**src/rtl/request_unit.sv**
```systemverilog
// request_unit
//   Memory request unit sitting between the MEM-stage pipeline latch and the
//   memory controller. A MEM-stage read/write enable is captured into
//   registers and presented to the controller as one stable data transaction.
//   Data has priority over instruction fetch. The unit also generates the
//   ihit/dhit strobes for the hazard unit and the sticky halt indication.
//
// Ports
//   CLK        in   system clock
//   RST        in   synchronous active-high reset
//   memcuDRE   in   MEM-stage data read enable
//   memcuDWE   in   MEM-stage data write enable
//   memaddr    in   MEM-stage data address
//   memstore   in   MEM-stage store data
//   pc         in   fetch address
//   halt       in   halt instruction reached MEM stage
//   dwait      in   controller data busy
//   iwait      in   controller instruction busy
//   dREN/dWEN  out  data read/write request
//   daddr      out  registered data address
//   dstore     out  registered store word
//   iREN       out  instruction read request
//   iaddr      out  fetch address (pc)
//   dhit       out  data transaction completes this cycle
//   ihit       out  instruction fetch completes this cycle
//   halted     out  sticky halt indication
//   dstall_cnt out  data stall cycle count    (REQUNIT_STATS_EN only)
//   istall_cnt out  fetch stall cycle count   (REQUNIT_STATS_EN only)
//
// Build option
//   REQUNIT_STATS_EN : adds the dstall_cnt/istall_cnt counters and ports.

package cpu_types_pkg;
    typedef logic [31:0] word_t;
endpackage

module request_unit
    import cpu_types_pkg::*;
(
    input  logic  CLK,
    input  logic  RST,
    input  logic  memcuDRE,
    input  logic  memcuDWE,
    input  word_t memaddr,
    input  word_t memstore,
    input  word_t pc,
    input  logic  halt,
    input  logic  dwait,
    input  logic  iwait,
    output logic  dREN,
    output logic  dWEN,
    output word_t daddr,
    output word_t dstore,
    output logic  iREN,
    output word_t iaddr,
    output logic  dhit,
    output logic  ihit,
`ifdef REQUNIT_STATS_EN
    output word_t dstall_cnt,
    output word_t istall_cnt,
`endif
    output logic  halted
);

    typedef enum logic [1:0] {
        IDLE,
        BUSY,
        DONE,
        HALTED
    } state_t;

    state_t r_state;
    state_t w_next_state;

    word_t  r_daddr;
    word_t  r_dstore;
    logic   r_is_read;
    logic   w_mem_req;

    assign w_mem_req = memcuDRE | memcuDWE;

    // State register and transaction capture
    always_ff @(posedge CLK) begin
        if (RST) begin
            r_state   <= IDLE;
            r_daddr   <= '0;
            r_dstore  <= '0;
            r_is_read <= 1'b0;
        end else begin
            r_state <= w_next_state;
            if (r_state == IDLE && w_mem_req) begin
                r_daddr   <= memaddr;
                r_dstore  <= memstore;
                // DRE wins when both enables are set
                r_is_read <= memcuDRE;
            end
        end
    end

    // Next-state logic
    always_comb begin
        w_next_state = r_state;
        unique case (r_state)
            IDLE: begin
                // A pending memory access is served before a halt is honoured
                if (w_mem_req)
                    w_next_state = BUSY;
                else if (halt)
                    w_next_state = HALTED;
            end
            BUSY: begin
                if (!dwait)
                    w_next_state = DONE;
            end
            DONE: begin
                // One idle cycle lets the pipeline latches advance so the
                // completed request is not seen again in IDLE.
                w_next_state = halt ? HALTED : IDLE;
            end
            HALTED: begin
                w_next_state = HALTED;
            end
            default: w_next_state = IDLE;
        endcase
    end

    // Output logic; requests and strobes are gated by RST combinationally
    always_comb begin
        dREN   = 1'b0;
        dWEN   = 1'b0;
        iREN   = 1'b0;
        dhit   = 1'b0;
        halted = 1'b0;
        unique case (r_state)
            IDLE:   iREN = 1'b1;
            BUSY: begin
                dREN = r_is_read;
                dWEN = !r_is_read;
                dhit = !dwait;
            end
            DONE:   iREN = 1'b1;
            HALTED: halted = 1'b1;
            default: ;
        endcase
        if (RST) begin
            dREN = 1'b0;
            dWEN = 1'b0;
            iREN = 1'b0;
            dhit = 1'b0;
        end
        ihit = iREN & !iwait;
    end

    assign daddr  = r_daddr;
    assign dstore = r_dstore;
    assign iaddr  = pc;

`ifdef REQUNIT_STATS_EN
    word_t r_dstall_cnt;
    word_t r_istall_cnt;

    always_ff @(posedge CLK) begin
        if (RST) begin
            r_dstall_cnt <= '0;
            r_istall_cnt <= '0;
        end else begin
            if (r_state == BUSY && dwait)
                r_dstall_cnt <= r_dstall_cnt + 32'd1;
            if (iREN && iwait)
                r_istall_cnt <= r_istall_cnt + 32'd1;
        end
    end

    assign dstall_cnt = r_dstall_cnt;
    assign istall_cnt = r_istall_cnt;
`endif

endmodule

```
**config.mk**
```make
export PLATFORM = sky130hd
export DESIGN_NAME = request_unit
export DESIGN_NICKNAME = d
export VERILOG_FILES = /design/src/rtl/request_unit.sv
export SDC_FILE = /design/constraint.sdc
export NUM_CORES = 1
export LEC_CHECK = 0
export BUFFER_PORTS_ARGS = -buffer_cell sky130_fd_sc_hd__buf_4
export CORE_ASPECT_RATIO = 0.6
export CORE_MARGIN = 2
export CORE_UTILIZATION = 35
export CTS_BUF_LIST = sky130_fd_sc_hd__clkbuf_16
export DETAILED_ROUTE_END_ITERATION = 8
export PLACE_DENSITY = 0.67
export SETUP_SLACK_MARGIN = 0.05
export SLEW_MARGIN = 25
export SYNTH_ARGS = -nofsm -noshare
export SYNTH_HDL_FRONTEND = slang
export SYNTH_SLANG_ARGS = --single-unit
```
**constraint.sdc**
```tcl
create_clock -name CLK -period 1.5 [get_ports CLK]
set_input_delay 0.225 -clock CLK [delete_from_list [all_inputs] [get_ports CLK]]
set_output_delay 0.225 -clock CLK [all_outputs]
set_load 0.005 [all_outputs]
```
==> metrics.txt <==
area share of the leading cell type in the synthesized netlist 0.401; dominant combinational cell family by area after synthesis simple AND/OR/NAND/NOR gates; First DRT Iteration DRCs 132; number of antenna repair diodes 0; final std cell area, no fill 0.00447 mm²; Post-Synth Adder-Cell Area 0; remaining max-slew budget at the tightest pin 0.808; antenna-violating nets left 0; startpoint types register; GRT overflow 0; Routability Congestion 0.799; flop and latch count out of synthesis 67; number of placed instances with taps included 556; final critical-path required period 1.35 ns; dominant cell type by area after synthesis sky130_fd_sc_hd__dfxtp_1; number of buffers inserted during clock tree synthesis 9; total power 4.96 mW; number of nets in the layout 540; flip-flop cell with the highest count after synthesis sky130_fd_sc_hd__dfxtp_1; critical-path cell list inv_1 -> nand3_1 -> nor2_1 -> buf_4; area taken by flip-flops and latches 0.00135 mm²; number of different library cells in the post-synthesis netlist 20; Post CTS Setup Buffer Count 0; die height 79.7 µm; GRT Resource Usage Total 0.145; cell count after synthesis 337; max-capacitance violation count 0; slew at the pin with the worst max-slew slack 0.288 ns; area grow syn2layout 33.6%; effective utilization at floorplan 0.363; Crit path arrival time 1.12 ns; post-route clock period utilization 0.899; half-perimeter wire length after placement 5.20 mm; core footprint 0.00922 mm²; number of global-route vias before repair 2464; count of flip-flops with a built-in enable after synthesis 0; area used by multi-input combinational logic 0.00155 mm²; final-report setup violation count 0; sequential fraction of the synthesis area 0.401; slowest cell delay on critical path 0.35 ns; Sum Neg Setup Slack 0 ns; number of failing hold endpoints at the final stage 0; R2R depth 3; leading cell types by total area after synthesis sky130_fd_sc_hd__dfxtp_1, sky130_fd_sc_hd__nand2b_1, sky130_fd_sc_hd__mux2i_1; Fin Clk Skew 0.00336 ns; Avg Vias per Cell 4.35; clock tree from TritonCTS built; dpl cell area 0.00419 mm²; Clk Tree Root Cell sky130_fd_sc_hd__clkbuf_16; unrepaired setup endpoints after global routing no; drt first pass iters 5; async set-reset flop share out of synthesis 0; average routed wire per standard cell 12.7 µm; basic-gate share of the synthesized area counting and, or, nand and nor cells 0.260; io pins 205; total number of vias 2486; ratio of cells with drive above 1 in the final layout 0.361; clock insertion delay at the later pin of the skew report 0.32 ns; slowest cell on the critical path sky130_fd_sc_hd__dfxtp_2; number of levels the H-tree was split into 3; post-synthesis mux area share 0.192; largest buffer count on any clock path 2; first-pass GRT wire length 11.5 mm; result of the run completed; number of hold buffers added after CTS 0; drt drc 0; summed instance area of the synthesized netlist 0.00334 mm²; peak ir drop on the vdd network 584 µV; area of the die 0.0104 mm²; Layout fillers 873; Die X-Extent 130 µm; clock tree sinks 67; Power Dens Cells 1110 mW/mm²; Routed WL 7.27 mm; peak fanout along the critical path 5; commonest non-fill, non-tap cell in the layout sky130_fd_sc_hd__buf_4; CP Data Required Time 1.27 ns; maximum number of pins on one net before global-route repair 89; Yosys Warn Count 0; clock transition at the registers of the reported paths 0.05 ns; Avg Synthesized Cell Area 9.92 µm²; final count of pins violating max slew 0; Compound-Gate Fraction of Synth Area 0.0112; fmax 742 MHz; Tightest Hold Check Type in -> reg; post-synthesis share of cell area spent on xor and xnor gates 0; Worst Hold Depth 3; final core utilization 0.484; leakage power 2.05 nW; critical path class reg -> out; Synthesized Nets 440; Cell Rows 27; IO buf count 140; number of antenna violations at the first check in global routing 0; commonest cells after routing, fill and taps aside sky130_fd_sc_hd__buf_4, sky130_fd_sc_hd__nand2b_1, sky130_fd_sc_hd__dfxtp_1; CP endpoint kind output port; count of placed standard cells in the final layout, fillers left out 571
-- cells in the mapped netlist, types with 2 or more instances --
| library cell | number |
|---|---|
| sky130_fd_sc_hd__clkbuf_1 | 12 |
| sky130_fd_sc_hd__dfxtp_1 | 67 |
| sky130_fd_sc_hd__inv_1 | 3 |
| sky130_fd_sc_hd__buf_4 | 32 |
| sky130_fd_sc_hd__nor2_1 | 7 |
| sky130_fd_sc_hd__buf_2 | 3 |
| sky130_fd_sc_hd__o21ai_0 | 2 |
| sky130_fd_sc_hd__nand2_1 | 2 |
| sky130_fd_sc_hd__buf_12 | 6 |
| sky130_fd_sc_hd__mux2i_1 | 64 |
| sky130_fd_sc_hd__nand2b_1 | 128 |
| sky130_fd_sc_hd__buf_6 | 2 |
| sky130_fd_sc_hd__a211oi_1 | 2 |
-- power by group --
group	internal (mW)	switching, mW	total [mW]
sequential	1.95	0.101	2.05
combinational	0.567	0.361	0.928
clock	1.25	0.728	1.98
-- layout make-up --
class,count,share of cell area
clock buffers,9,0.0504
clock inverters,6,0.0112
inverters,3,0.00252
multi-input cells,212,0.348
flip-flops and latches,67,0.301
well taps,130,0.0364
repair buffers,144,0.250
-- final timing paths --
check | slack (ns) | to | startpoint
hold reg to reg | 0.47 | daddr[15] | daddr[15]
setup reg to reg | 0.24 | daddr[26] | r_state[0]
setup / recovery | 0.15 | dREN | r_state[1]
hold / removal | 0.17 | dstore[15] | memstore[15]
-- cell families (layout without fill, tap and decap cells) --
group	count (synthesis)	after routing
buffers and inverters	58	162
AO/OA/AOI/OAI	6	6
AND/OR/NAND/NOR	142	142
flip-flops	67	67
multiplexers	64	64
-- worst max-delay path: cells and delay by family, from the launching register on --
family | cells | cell delay [ns]
buf+inv | 2 | 0.21
flops | 1 | 0.35
simple gates | 2 | 0.24
-- through the flow --
stage / worst slack, ns / hold WS [ns]
2_1_floorplan: 0.338 / 0.365
3_3_place_gp: 0.238 / 0.450
3_5_place_dp: 0.175 / 0.450
4_1_cts: 0.0708 / 0.151
5_1_grt: 0.0812 / 0.155
6_report: 0.152 / 0.168
-- routing by layer --
layer  global-route usage  wire (µm)
met2                0.214       3100
met1                0.166       3200
met5                    0          0
met3               0.0952        924
met4               0.0527         42
-- registers in the layout (all words and copies together) (netlist names) --
register and flops:
r_state 2, daddr 32, dstore 32, r_is_read 1
-- timing repair --
action	4_1_cts	5_1_grt
endpoints found under the setup margin	3	3
cloned	0	0
resized for setup	1	2
(Power assumes the default switching activity.)
